--- src/rtl/muldiv_unit.sv ---
// rtl/muldiv_unit.sv - iterative shift-add multiplier / restoring divider owning Y and Z_HI/Z_LO
// Magnitudes are iterated in CALC; signs and special cases are resolved in FIX.
module muldiv_unit #(
  parameter int WIDTH = 32
) (
  input  logic             clk,
  input  logic             clr,
  input  logic [WIDTH-1:0] bus_Data,
  input  logic             Y_enable,
  input  logic             start,
  input  logic [1:0]       op,
  output logic [WIDTH-1:0] Y_Data,
  output logic             busy,
  output logic             done,
  output logic             div_zero,
  output logic [WIDTH-1:0] Z_HI_Data,
  output logic [WIDTH-1:0] Z_LO_Data
);
  localparam int CW = $clog2(WIDTH);

  typedef enum logic [1:0] {IDLE, CALC, FIX} state_t;

  state_t             state_q, state_d;
  logic [CW-1:0]      cnt_q, cnt_d;
  logic [WIDTH-1:0]   y_q, y_d, a_q, a_d, b_q, b_d;
  logic [WIDTH-1:0]   z_hi_q, z_hi_d, z_lo_q, z_lo_d;
  logic [2*WIDTH-1:0] acc_q, acc_d;
  logic [1:0]         op_q, op_d;
  logic               sa_q, sa_d, sb_q, sb_d;
  logic               done_q, done_d, dz_q, dz_d;

  logic               sgn_a, sgn_b;
  logic [WIDTH-1:0]   mag_a, mag_b, quo, rem;
  logic [WIDTH:0]     mul_sum, div_shift, div_diff;
  logic [2*WIDTH-1:0] prod;

  always_comb begin
    sgn_a     = op[0] & y_q[WIDTH-1];
    sgn_b     = op[0] & bus_Data[WIDTH-1];
    mag_a     = sgn_a ? -y_q : y_q;
    mag_b     = sgn_b ? -bus_Data : bus_Data;
    // acc holds {partial product high, multiplier} or {remainder, dividend/quotient}
    mul_sum   = {1'b0, acc_q[2*WIDTH-1:WIDTH]} + {1'b0, {WIDTH{acc_q[0]}} & a_q};
    div_shift = acc_q[2*WIDTH-1:WIDTH-1];
    div_diff  = div_shift - {1'b0, b_q};
    prod      = (op_q[0] & (sa_q ^ sb_q)) ? -acc_q : acc_q;
    quo       = (op_q[0] & (sa_q ^ sb_q)) ? -acc_q[WIDTH-1:0] : acc_q[WIDTH-1:0];
    rem       = (op_q[0] & sa_q) ? -acc_q[2*WIDTH-1:WIDTH] : acc_q[2*WIDTH-1:WIDTH];

    state_d = state_q;
    cnt_d   = cnt_q;
    y_d     = y_q;
    a_d     = a_q;
    b_d     = b_q;
    acc_d   = acc_q;
    op_d    = op_q;
    sa_d    = sa_q;
    sb_d    = sb_q;
    z_hi_d  = z_hi_q;
    z_lo_d  = z_lo_q;
    dz_d    = dz_q;
    done_d  = 1'b0;

    if (Y_enable) y_d = bus_Data;

    case (state_q)
      IDLE: begin
        if (start) begin
          op_d  = op;
          sa_d  = sgn_a;
          sb_d  = sgn_b;
          a_d   = mag_a;
          b_d   = mag_b;
          cnt_d = '0;
          if (op[1] && (bus_Data == '0)) begin
            // Divide by zero: preload the final Z pair, skip the iterations
            acc_d   = {y_q, {WIDTH{1'b1}}};
            state_d = FIX;
          end else begin
            acc_d   = {{WIDTH{1'b0}}, op[1] ? mag_a : mag_b};
            state_d = CALC;
          end
        end
      end
      CALC: begin
        if (op_q[1]) begin
          if (!div_diff[WIDTH]) acc_d = {div_diff[WIDTH-1:0], acc_q[WIDTH-2:0], 1'b1};
          else                  acc_d = {div_shift[WIDTH-1:0], acc_q[WIDTH-2:0], 1'b0};
        end else begin
          acc_d = {mul_sum, acc_q[WIDTH-1:1]};
        end
        cnt_d = cnt_q + 1'b1;
        if (cnt_q == CW'(WIDTH-1)) state_d = FIX;
      end
      FIX: begin
        state_d = IDLE;
        done_d  = 1'b1;
        if (op_q[1] && (b_q == '0)) begin
          {z_hi_d, z_lo_d} = acc_q;
          dz_d             = 1'b1;
        end else if (op_q[1]) begin
          z_hi_d = rem;
          z_lo_d = quo;
          dz_d   = 1'b0;
        end else begin
          {z_hi_d, z_lo_d} = prod;
          dz_d             = 1'b0;
        end
      end
      default: state_d = IDLE;
    endcase
  end

  always_ff @(posedge clk) begin
    if (clr) begin
      state_q <= IDLE;
      cnt_q   <= '0;
      y_q     <= '0;
      a_q     <= '0;
      b_q     <= '0;
      acc_q   <= '0;
      op_q    <= '0;
      sa_q    <= 1'b0;
      sb_q    <= 1'b0;
      z_hi_q  <= '0;
      z_lo_q  <= '0;
      dz_q    <= 1'b0;
      done_q  <= 1'b0;
    end else begin
      state_q <= state_d;
      cnt_q   <= cnt_d;
      y_q     <= y_d;
      a_q     <= a_d;
      b_q     <= b_d;
      acc_q   <= acc_d;
      op_q    <= op_d;
      sa_q    <= sa_d;
      sb_q    <= sb_d;
      z_hi_q  <= z_hi_d;
      z_lo_q  <= z_lo_d;
      dz_q    <= dz_d;
      done_q  <= done_d;
    end
  end

  assign Y_Data    = y_q;
  assign busy      = (state_q != IDLE);
  assign done      = done_q;
  assign div_zero  = dz_q;
  assign Z_HI_Data = z_hi_q;
  assign Z_LO_Data = z_lo_q;
endmodule

--- config.mk ---
export PLATFORM = sky130hd
export DESIGN_NAME = muldiv_unit
export DESIGN_NICKNAME = d
export VERILOG_FILES = /design/src/rtl/muldiv_unit.sv
export SDC_FILE = /design/constraint.sdc
export NUM_CORES = 1
export LEC_CHECK = 0
export CAP_MARGIN = 20
export CORE_MARGIN = 2
export CORE_UTILIZATION = 58
export DETAILED_ROUTE_END_ITERATION = 6
export PLACE_DENSITY = 0.85
export SLEW_MARGIN = 40
export SYNTH_ARGS = -nofsm -noshare
export SYNTH_HDL_FRONTEND = slang
export SYNTH_SLANG_ARGS = --single-unit
export TNS_END_PERCENT = 50
--- constraint.sdc ---
create_clock -name clk -period 5.6 [get_ports clk]
set_clock_uncertainty 0.15 [all_clocks]
set_input_delay 1.12 -clock clk [delete_from_list [all_inputs] [get_ports clk]]
set_output_delay 1.12 -clock clk [all_outputs]
set_load 0.05 [all_outputs]
### Word-level counts from Yosys, hierarchy flattened

Index checks and enable logic that the tools add are counted.

| storage, ports and cells | value |
|---|---|
| output and inout bits | 99 |
| input bits | 38 |
| register bits after elaboration | 237 |

| cells by class | value |
|---|---|
| eq/ne operators | 5 |
| add/sub/neg operators | 8 |
| muxes and demuxes | 23 |
| bitwise operators | 6 |
| reduce and logical (&&, ||, !) cells | 10 |

Operator list:

| cell | count |
|---|---|
| two-way mux 64 bit | 5 |
| two-way mux 32 bit | 9 |
| negation 32 bit | 4 |
| case mux 64 bit (2 select lines) | 1 |
| logical NOT 32 bit | 2 |
| negation 64 bit | 1 |
| adder 32 x 32 -> 33 bit | 1 |
| subtractor 33 x 32 -> 33 bit | 1 |
| bitwise AND 32 bit | 1 |
| case mux 5 bit (2 select lines) | 1 |
| two-way mux 2 bit | 3 |
| AND reduction 2 bit | 3 |
| adder 5 x 1 -> 5 bit, second input constant | 1 |
| == test 5 bit, second input constant | 1 |
| two-way mux 5 bit | 1 |
| bitwise AND 1 bit | 4 |
| inequality test 2 bit, second input constant | 2 |
| case mux 2 bit (2 select lines) | 1 |
| nonzero test 2 bit | 2 |
| == test 2 x 1 -> 1 bit, second input constant | 1 |
| == test 2 bit, second input constant | 1 |
| logical AND 1 bit | 2 |
| logical NOT 2 bit | 1 |
| two-way mux 1 bit | 2 |
| XOR 1 bit | 1 |

### Longest topological paths before layout

Gate-level depths: netlist (run 1).

| logic depth | value |
|---|---|
| word-level depth | 6 |
| gate-level depth with buffers | 15 |
| gate-level depth less buffers | 13 |

### Worst setup path after synthesis (run 1)

OpenSTA, ideal clock, no wires.

| path | value |
|---|---|
| path type | input -> register |
| start | input bus_Data[1] |
| end | register acc_q[56] |
| setup slack | 2.111 ns |
| data required time | 5.370 ns |
| library setup time | 0.080 ns |
| cell stages on the path | 12 |
| buffers on the path | 3 |
| data arrival time | 3.259 ns |
| cell sequence | inv_1 -> ha_1 -> or3b_1 -> nor4_2 -> nand3_1 -> nor3_2 -> and3_1 -> clkbuf_2 -> buf_4 -> buf_2 -> a22oi_1 -> a211oi_2 |

| between the ends | value |
|---|---|
| cells in the longest elaborated chain, start to end | 5 |

Ends and longest elaborated chain:

| element | RTL line | text |
|---|---|---|
| start: declaration | 8 | `input logic [WIDTH-1:0] bus_Data,` |
| logical NOT 32 bit | 75 | `if (op[1] && (bus_Data == '0)) begin` |
| logical AND 1 bit | 75 |  |
| two-way mux 64 bit | 75 |  |
| two-way mux 64 bit | 68 | `if (start) begin` |
| case mux 64 bit (2 select lines) | 66 | `case (state_q)` |
| end signal: assignment | 121 | `acc_q <= '0;` |
| end signal: assignment | 135 | `acc_q <= acc_d;` |
| end: declaration | 27 | `logic [2*WIDTH-1:0] acc_q, acc_d;` |

No other way between the ends. The select of a mux whose other input is x is not followed.
A chain may end at the register's enable or synchronous reset.

### Worst setup path after layout (run 1)

| path | value |
|---|---|
| start | register acc_q[31] |
| end | register acc_q[46] |

| between the ends | value |
|---|---|
| cells in the longest elaborated chain, start to end | 4 |

Ends and longest elaborated chain:

| element | RTL line | text |
|---|---|---|
| subtractor 33 x 32 -> 33 bit | 45 | `div_diff = div_shift - {1'b0, b_q};` |
| two-way mux 64 bit | 87 | `if (!div_diff[WIDTH]) acc_d = {div_diff[WIDTH-1:0], acc_q[WIDTH-2:0], 1'b1};` |
| two-way mux 64 bit | 86 | `if (op_q[1]) begin` |
| case mux 64 bit (2 select lines) | 66 |  |

No other way between the ends.

==> results of run 1 <==
## registers in the layout (all words and copies together) (netlist names)
signal	count
op_q	2
done	1
a_q	32
Z_LO_Data	32
Z_HI_Data	32
sa_q	1
b_q	32
state_q	2
cnt_q	5
sb_q	1
div_zero	1
acc_q	64
Y_Data	32
## stage by stage
step,utilization,area (µm²),power (µW),std cells,hold WS [ns]
final,0.675,18900,4970,2547,0.303
after global routing,0.675,18900,5130,2547,0.318
after CTS,0.675,18900,4930,2547,0.303
after detailed placement,0.643,18000,3120,2499,0.296
after global placement,0.642,17900,3100,2498,0.289
after floorplan,-,16600,2760,2109,0.282
## worst min-delay path by stage
stage	start	end	slack, ns	cells after the start
6_report	Z_HI_Data[28]	Z_HI_Data[28]	0.30	2
4_1_cts	Z_HI_Data[13]	Z_HI_Data[13]	0.30	2
3_5_place_dp	Z_HI_Data[13]	Z_HI_Data[13]	0.30	2
3_3_place_gp	Z_HI_Data[16]	Z_HI_Data[16]	0.29	2
5_1_grt	Z_HI_Data[17]	Z_HI_Data[17]	0.32	2
2_1_floorplan	a_q[0]	a_q[0]	0.28	2
## routing by layer
layer  global-route usage  up-vias  share of wire
li1                     -     7759              -
met1                0.500     7663           0.41
met2                0.551      959           0.43
met3               0.0708      125           0.12
met4                0.127        0          0.039
met5                    0        -              0
## kinds of logic after synthesis
kind of cell | Yosys count
buffers and inverters | 202
xor gates and xnor gates | 169
and+or+nand+nor | 705
adders and majority gates | 72
AOI/OAI and AO/OA | 636
muxes | 88
DFF | 237
## Yosys cell counts, types with 11 or more instances
cell type    n
o21ai_0    100
o21a_1      16
nor3_1      44
o21ai_1     11
nand3_1     32
ha_1        70
nand2b_1    15
a221oi_1    14
xor2_1     101
nor2_1     270
nor2b_1     20
a22oi_1     17
dfxtp_1    237
a21oi_1    165
a31oi_1     25
a21o_1      28
nor4_1      19
a211oi_1   128
or3_1       19
a311oi_1    12
or4_1       13
o31ai_1     14
clkbuf_1   105
inv_1       53
o22ai_1     20
nand2_1    160
and2_1      43
nand4_1     11
mux2i_1     81
xnor2_1     68
buf_1       20
and3_1      23
## worst register-to-register path: cells and delay by family (launching register included)
family	cells	cell delay (ns)
DFF	1	0.56
AOI/OAI and AO/OA	8	1.82
and+or+nand+nor	1	0.20
buffers and inverters	2	0.56
adders and majority gates	2	0.62
muxes	1	0.26
## power breakdown
| group | switching, µW | total [µW] | internal (µW) |
|---|---|---|---|
| logic | 752 | 1190 | 436 |
| registers | 177 | 1950 | 1770 |
| clock network | 762 | 1830 | 1060 |
| total | 1690 | 4970 | 3270 |
## layout make-up
cell class,instances,share of cell area
Multi-Input combinational cell,1670,0.582
Inverter,53,0.0105
Clock buffer,31,0.0360
Clock inverter,17,0.0123
Sequential cell,237,0.252
Timing Repair Buffer,161,0.0828
Tap cell,378,0.0251
==> impl_metrics.sql, run 1 <==
INSERT INTO impl_metrics (metric_group, metric, value, unit) VALUES
('synth', 'count_of_yosys_warnings_during_synthesis', '0', ''),
('clocking', 'cts.sink_count', '237', ''),
('timing', 'grt_setup_unrepaired', 'no', ''),
('die', 'core-area', '0.0279', 'mm²'),
('clocking', 'ctsRootBufferMaster', 'clkbuf_16', ''),
('synth', 'muxShareOfSynthArea', '0.0537', ''),
('synth', 'synth_top_cell_area_share', '0.287', ''),
('synth', 'mappedNetlistNets', '2219', ''),
('die', 'io-pin-count', '137', ''),
('timing', 'finalHoldViolCount', '0', ''),
('worst_setup_path', 'crit_path_end', 'acc_q[46]', ''),
('synth', 'post_syn_instances', '2109', ''),
('worst_setup_path', 'rr_worst_depth', '14', ''),
('placed_design', 'place_congestion', '0.991', ''),
('synth', 'synth_seq_cells', '237', ''),
('drt', 'drc_errors', '0', ''),
('worst_setup_path', 'critical-path-top-delay-family', 'compound AO/OA/AOI/OAI gates', ''),
('die', 'placement_rows', '61', ''),
('worst_setup_path', 'critPathRequiredTime', '5.87', 'ns'),
('synth', 'netlist.top_cell.by_area', 'dfxtp_1', ''),
('final_layout', 'sequential_cell_area', '0.00475', 'mm²'),
('power_and_ir_drop', 'pwr_density_cell', '263', 'mW/mm²'),
('drt', 'detail_route.wirelength', '55.8', 'mm'),
('timing', 'fin_crit_sh', '0.773', ''),
('drt', 'post_drt_wl_per_cell', '21.9', 'µm'),
('timing', 'tightestPinTransition', '0.836', 'ns'),
('synth', 'synthTopCellsByArea', 'dfxtp_1 (29%), nor2_1 (6.1%), a211oi_1 (5.8%), xor2_1 (5.3%), ha_1 (5.3%)', ''),
('worst_setup_path', 'r2r-start', 'acc_q[31]', ''),
('grt', 'number_of_antenna_violations_at_the_first_check_in_global_routing', '1', ''),
('worst_setup_path', 'critPathSlowestCell', 'dfxtp_1', ''),
('die', 'design.die.area', '0.0299', 'mm²'),
('synth', 'postSynthAreaPerCell', '7.85', 'µm²'),
('grt', 'grt_pass1_wl', '86.0', 'mm'),
('final_layout', 'most_common_library_cell_in_the_layout_ignoring_fill_and_taps', 'nor2_1', ''),
('grt', 'global_route.overflow_total', '0', ''),
('synth', 'yosysSeqAreaShare', '0.287', ''),
('status', 'status', 'complete, no violations', ''),
('worst_setup_path', 'cp_num_cells', '14', ''),
('worst_setup_path', 'endpoint_of_the_worst_slack_reg_to_reg_timing_path', 'acc_q[46]', ''),
('worst_setup_path', 'worst_path_largest_cell_delay', '0.56', 'ns'),
('clocking', 'max-clock-path-buffers', '3', ''),
('placed_design', 'place.port_buffers', '136', ''),
('synth', 'synth.lib_cells_used.distinct', '94', ''),
('placed_design', 'place.detailed.hpwl', '42.4', 'mm'),
('die', 'initial_utilization', '0.592', ''),
('grt', 'first_global_vias', '15200', ''),
('drt', 'drt_pre_antenna_iters', '6', ''),
('timing', 'timing.fmax', '231', 'MHz'),
('drt', 'routed-via-count', '16500', ''),
('final_layout', 'diodes_inserted', '0', ''),
('final_layout', 'layout_cell_share_with_drive_strength_beyond_1', '0.0618', ''),
('worst_setup_path', 'timing.setup.critical_path_class', 'reg2reg', ''),
('final_layout', 'filler_cell_count', '2388', ''),
('clocking', 'clk-insertion-delay-late', '0.56', 'ns'),
('synth', 'synth_fa_ha_area_frac', '0.0553', ''),
('final_layout', 'nNetsFinal', '2259', ''),
('worst_setup_path', 'worst-endpoint-arrival', '4.60', 'ns'),
('hold_path', 'worst_hold_check_path_type', 'reg2reg', ''),
('worst_setup_path', 'timing.critical_path.from', 'acc_q[31]', ''),
('synth', 'synth_simple_gate_area_frac', '0.205', ''),
('grt', 'maximum_number_of_pins_on_one_net_before_global_route_repair', '109', ''),
('clocking', 'numCtsBuffers', '26', ''),
('timing', 'final-setup-viol-count', '0', ''),
('synth', 'synth-compound-area-share', '0.258', ''),
('drt', 'postRouteAntennaNets', '0', ''),
('synth', 'number_of_synthesized_flops_with_an_enable_pin', '0', ''),
('worst_setup_path', 'crit_path_end_kind', 'register', ''),
('clocking', 'clock_pin_slew_reported_for_the_worst_setup_and_hold_paths_after_clock_tree_synthesis', '0.07', 'ns'),
('power_and_ir_drop', 'static-leakage-power', '0.00716', 'µW'),
('timing', 'timing.final.max_slew_violations', '0', ''),
('worst_setup_path', 'critical_path.max_fanout', '33', '');
(Power assumes the default switching activity.)
==> run 2, diff against run 1 <==
==> constraint.sdc (replaced) <==
create_clock -name clk -period 4.2 [get_ports clk]
set_clock_uncertainty 0.15 [all_clocks]
set_input_delay 0.84 -clock clk [delete_from_list [all_inputs] [get_ports clk]]
set_output_delay 0.84 -clock clk [all_outputs]
set_load 0.05 [all_outputs]
==> impl_metrics.sql, run 2 (synthesized netlist as in run 1, its figures left out) <==
INSERT INTO impl_metrics (metric_group, metric, value, unit) VALUES
('worst_setup_path', 'timing.setup.critical_path_class', 'reg2reg', ''),
('worst_setup_path', 'timing.critical_path.cells', 'buf_4 -> and2_1 -> ha_1 -> a21oi_1 -> o211ai_1 -> a211oi_1 -> buf_4 -> nor2_1 -> a311oi_1 -> xor2_1 -> nor2_1 -> a311oi_1 -> o22ai_1', ''),
('final_layout', 'layout_cell_share_with_drive_strength_beyond_1', '0.0849', ''),
('clocking', 'clock_pin_slew_reported_for_the_worst_setup_and_hold_paths_after_clock_tree_synthesis', '0.06', 'ns'),
('timing', 'final-setup-viol-count', '0', ''),
('hold_path', 'worst_hold_check_path_type', 'reg2reg', ''),
('clocking', 'cts-hold-fix-buffers', '0', ''),
('grt', 'grt_use_total', '0.383', ''),
('die', 'die_width', '173', 'µm'),
('run', 'max_cap_violations', '0', ''),
('grt', 'number_of_antenna_violations_at_the_first_check_in_global_routing', '0', ''),
('die', 'fp.dieH', '173', 'µm'),
('drt', 'routed_via_density', '6.57', ''),
('worst_setup_path', 'worst-endpoint-arrival', '4.19', 'ns'),
('die', 'design.die.area', '0.0299', 'mm²'),
('power_and_ir_drop', 'netSwitchingFraction', '0.336', ''),
('worst_setup_path', 'critPathRequiredTime', '4.50', 'ns'),
('die', 'core-area', '0.0279', 'mm²'),
('die', 'initial_utilization', '0.592', ''),
('die', 'io-pin-count', '137', ''),
('clocking', 'cts_htree_levels', '1', ''),
('grt', 'first_global_vias', '16000', ''),
('power_and_ir_drop', 'p_sw', '2320', 'µW'),
('timing', 'timing.fmax', '258', 'MHz'),
('drt', 'drc_marker_count_from_the_first_detailed_route_iteration', '2033', ''),
('clocking', 'ctsRootBufferMaster', 'clkbuf_16', ''),
('timing', 'finalHoldViolCount', '0', ''),
('drt', 'drt_pre_antenna_iters', '6', ''),
('final_layout', 'nNetsFinal', '2314', ''),
('drt', 'drc_errors', '0', ''),
('placed_design', 'place_congestion', '1.07', ''),
('timing', 'fin_crit_sh', '0.925', ''),
('timing', 'fin_setup_tns', '0', 'ns'),
('worst_setup_path', 'rr_worst_depth', '13', ''),
('timing', 'tightestPinTransition', '0.825', 'ns'),
('grt', 'global_route.overflow_total', '0', ''),
('clocking', 'clk-insertion-delay-late', '0.58', 'ns'),
('status', 'status', 'complete, no violations', ''),
('power_and_ir_drop', 'comb_power_share', '0.248', ''),
('timing', 'grt_setup_unrepaired', 'no', ''),
('drt', 'detail_route.wirelength', '59.4', 'mm'),
('worst_setup_path', 'crit_path_end_kind', 'register', ''),
('final_layout', 'diodes_inserted', '0', ''),
('clocking', 'cts_repair_resize_count', '0', ''),
('power_and_ir_drop', 'seq_power_share', '0.372', ''),
('worst_setup_path', 'r2r-start', 'acc_q[0]', ''),
('final_layout', 'layout.cells.most_common_list', 'nor2_1 (269), dfxtp_1 (236), a21oi_1 (165)', ''),
('timing', 'min_period', '3.88', 'ns'),
('worst_setup_path', 'worst_path_largest_cell_delay', '0.61', 'ns'),
('hold_path', 'holdPathEnd', 'Z_HI_Data[16]', ''),
('clocking', 'max-clock-path-buffers', '3', ''),
('final_layout', 'regMostFlops', 'acc_q', ''),
('placed_design', 'place.detailed.hpwl', '45.1', 'mm'),
('clocking', 'cts.sink_count', '237', ''),
('clocking', 'numCtsBuffers', '28', ''),
('drt', 'postRouteAntennaNets', '0', ''),
('worst_setup_path', 'endpoint_of_the_worst_slack_reg_to_reg_timing_path', 'acc_q[50]', ''),
('drt', 'post_drt_wl_per_cell', '22.8', 'µm'),
('grt', 'maximum_number_of_pins_on_one_net_before_global_route_repair', '113', ''),
('power_and_ir_drop', 'totalPowerFinal', '6910', 'µW'),
('worst_setup_path', 'critPathSlowestCell', 'dfxtp_1', ''),
('power_and_ir_drop', 'p_int', '4590', 'µW'),
('power_and_ir_drop', 'static-leakage-power', '0.00750', 'µW'),
('clocking', 'post-cts-setup-buffer-count', '0', ''),
('timing', 'timing.slew.headroom', '0.448', ''),
('timing', 'timing.final.max_slew_violations', '0', ''),
('hold_path', 'min_path_cells', '2', ''),
('die', 'placement_rows', '61', ''),
('worst_setup_path', 'critical_path.max_fanout', '22', ''),
('final_layout', 'most_common_library_cell_in_the_layout_ignoring_fill_and_taps', 'nor2_1', ''),
('worst_setup_path', 'reg2reg_setup_slack', '0.32', 'ns'),
('final_layout', 'largest_reg_flops', '64', ''),
('timing', 'timing.hold.ws', '0.299', 'ns'),
('placed_design', 'place.port_buffers', '136', ''),
('clocking', 'cts_tree', 'yes', ''),
('hold_path', 'min-delay-start', 'Z_HI_Data[16]', ''),
('power_and_ir_drop', 'ir_worst_vdd', '0.355', 'mV'),
('power_and_ir_drop', 'pwr_density_cell', '356', 'mW/mm²'),
('final_layout', 'growth_of_design_area_from_synthesis_to_finish', '17.2', '%'),
('drt', 'routed-via-count', '17100', ''),
('worst_setup_path', 'worstSetupStartpointType', 'register', ''),
('power_and_ir_drop', 'power.share.clock', '0.380', ''),
('grt', 'grt_pass1_wl', '91.4', 'mm');
run 2: changes by cell type in the layout (fill, tap and decap cells not counted), moves of 2 or more:
| cell | before | now |
|---|---|---|
| buf_12 | 1 | 5 |
| buf_4 | 24 | 73 |
| clkbuf_1 | 4 | 7 |
| clkbuf_16 | 26 | 28 |
| clkinvlp_4 | 4 | 1 |
run 2: worst max-delay path, delay by kind of cell (launching register included):
family                   cells  cell delay, ns
AO/OA/AOI/OAI                6            1.70
flip-flops                   1            0.61
buffers and inverters        2            0.51
AND/OR/NAND/NOR              3            0.29
adder cells (fa/ha/maj)      1            0.28
XOR/XNOR                     1            0.20
run 2: through the flow:
stage	setup WS (ns)	std cells	instance area, µm²	utilization
after floorplan	0.788	2109	16600	-
after global placement	0.159	2552	18400	0.658
after detailed placement	0.0674	2552	18400	0.659
after CTS	0.455	2603	19400	0.694
after global routing	0.170	2603	19400	0.694
final	0.317	2603	19400	0.694
run 2: worst max path at each step:
| stage | to | slack, ns | cells past startpoint | from |
|---|---|---|---|---|
| 2_1_floorplan | acc_q[61] | 0.79 | 15 | acc_q[0] |
| 3_3_place_gp | acc_q[31] | 0.16 | 11 | bus_Data[0] |
| 3_5_place_dp | acc_q[24] | 0.07 | 10 | bus_Data[1] |
| 4_1_cts | acc_q[50] | 0.46 | 13 | acc_q[0] |
| 5_1_grt | acc_q[50] | 0.17 | 13 | acc_q[0] |
| 6_report | acc_q[50] | 0.32 | 13 | acc_q[0] |
run 2: cell type report:
cell class	instances	area, µm²
Clock buffer	38	768
Multi-Input combinational cell	1670	11000
Sequential cell	237	4750
Clock inverter	13	225
Timing Repair Buffer	214	2010
Tap cell	378	473
Fill cell	2325	8540
Inverter	53	199
run 2: power by group through the flow:
stage               clock [µW]  combinational, µW  sequential, µW
finish                    2630               1710            2570
global route              2720               1830            2570
CTS                       2630               1660            2550
detailed placement           0               1650            2600
global placement             0               1620            2590
floorplan                    0               1110            2570
run 2: layer usage:
layer | global-route usage | vias up | share of wire | routed length (µm)
li1 | - | 7856 | - | -
met1 | 0.521 | 8013 | 0.40 | 24000
met2 | 0.577 | 1053 | 0.43 | 25500
met3 | 0.0915 | 189 | 0.12 | 7180
met4 | 0.166 | 0 | 0.045 | 2680
met5 | 0 | - | 0 | 0
==> RTL change (settings of run 2) <==
The parameter `WIDTH` goes from 32 to 16.
--- a/src/rtl/muldiv_unit.sv
+++ b/src/rtl/muldiv_unit.sv
@@ -2,5 +2,5 @@
 // Magnitudes are iterated in CALC; signs and special cases are resolved in FIX.
 module muldiv_unit #(
-  parameter int WIDTH = 32
+  parameter int WIDTH = 16
 ) (
   input  logic             clk,
Ports: changed (resized Y_Data, Z_HI_Data, Z_LO_Data and bus_Data); port bits go from 137 to 73. No check against the original RTL was run, so the function may have changed too.
==> RTL change against run 2 <==
  * Worst setup slack better by 0.27 ns
  * Maximum frequency is 7.4% higher
  * Design area is 50% lower
  * Total power is 45% lower
  * Area after synthesis is 50% lower
  * Hold slack better by 0.0027 ns
  * Critical endpoint is now acc_q[18]
  * Critical path type unchanged
  * Sequential cell count is 113 lower
  * Routed wire length is 60% lower
==> RTL change: results (changes against run 2) <==
* Run status: finished, final reports clean
* GR Util met1 at 42.59% (-9.5 points)
* Routed WL per cell at 18.32 um (-20%)
* Worst slack at placement at 0.3133 ns (+0.2458 ns)
* Bufs on Longest Clock Path at 2 (-1)
* Startpoint of the worst hold path: a_q[0]
* Critical Path Max Stage Delay at 0.42 ns (-0.19 ns)
* Post-Synth Adder-Cell Area at 6.054% (+0.52 points)
* Utilization of the core after routing at 69.35% (-0.094 points)
* Dpl hpwl at 17290 um (-62%)
* Final Worst Setup Slack at 0.5858 ns (+0.2692 ns)
* Metal3 WL at 2228 um (-69%)
* GP Congestion at 0.9461 (-12%)
* Switching Fraction at 34.80% (+1.2 points)
* Total Wirelength at 23870 um (-60%)
* Reg2Reg Setup Slack at 0.59 ns (+0.27 ns)
* Worst reg2reg path depth at 12 (-1)
* Count of different cell masters after synthesis at 67 (-29%)
* CTS H-tree lvls at 4 (+3)
* Slowest-stage cell, CP: fa_1
* Worst Setup EP: acc_q[18]
* Layout cells sized above 1 at 6.946% (-1.5 points)
* Hold WS at 0.3014 ns (+0.002674 ns)
* Syn nets at 1134 (-49%)
* M2 GR Usage at 49.04% (-8.7 points)
* First-iteration detailed-routing DRC count at 856 (-58%)
[RTL change: changes by cell type in the layout (fill, tap and decap cells not counted), sizes merged, moves of 70 or more]
cell,change
nand2,-75
nor2,-114
xor2,-70
dfxtp,-113
a21oi,-92
a211oi,-70
[RTL change: cells by family (layout without fill, tap and decap cells)]
| logic type | Yosys count | after routing |
|---|---|---|
| AND/OR/NAND/NOR | 385 | 385 |
| AO/OA/AOI/OAI | 299 | 299 |
| flip-flops | 124 | 124 |
| buffers and inverters | 106 | 156 |
| XOR/XNOR | 75 | 75 |
| multiplexers | 45 | 45 |
| adder cells (fa/ha/maj) | 39 | 39 |
[RTL change: area by class of cell]
cell class                 count  area share, %
clock inverter                12         0.9323
timing repair buffer          90          8.818
tap                          180          2.331
inverter                      34          1.321
multi-input combinational    843          56.18
sequential                   124          25.69
clock buffer                  20          4.726
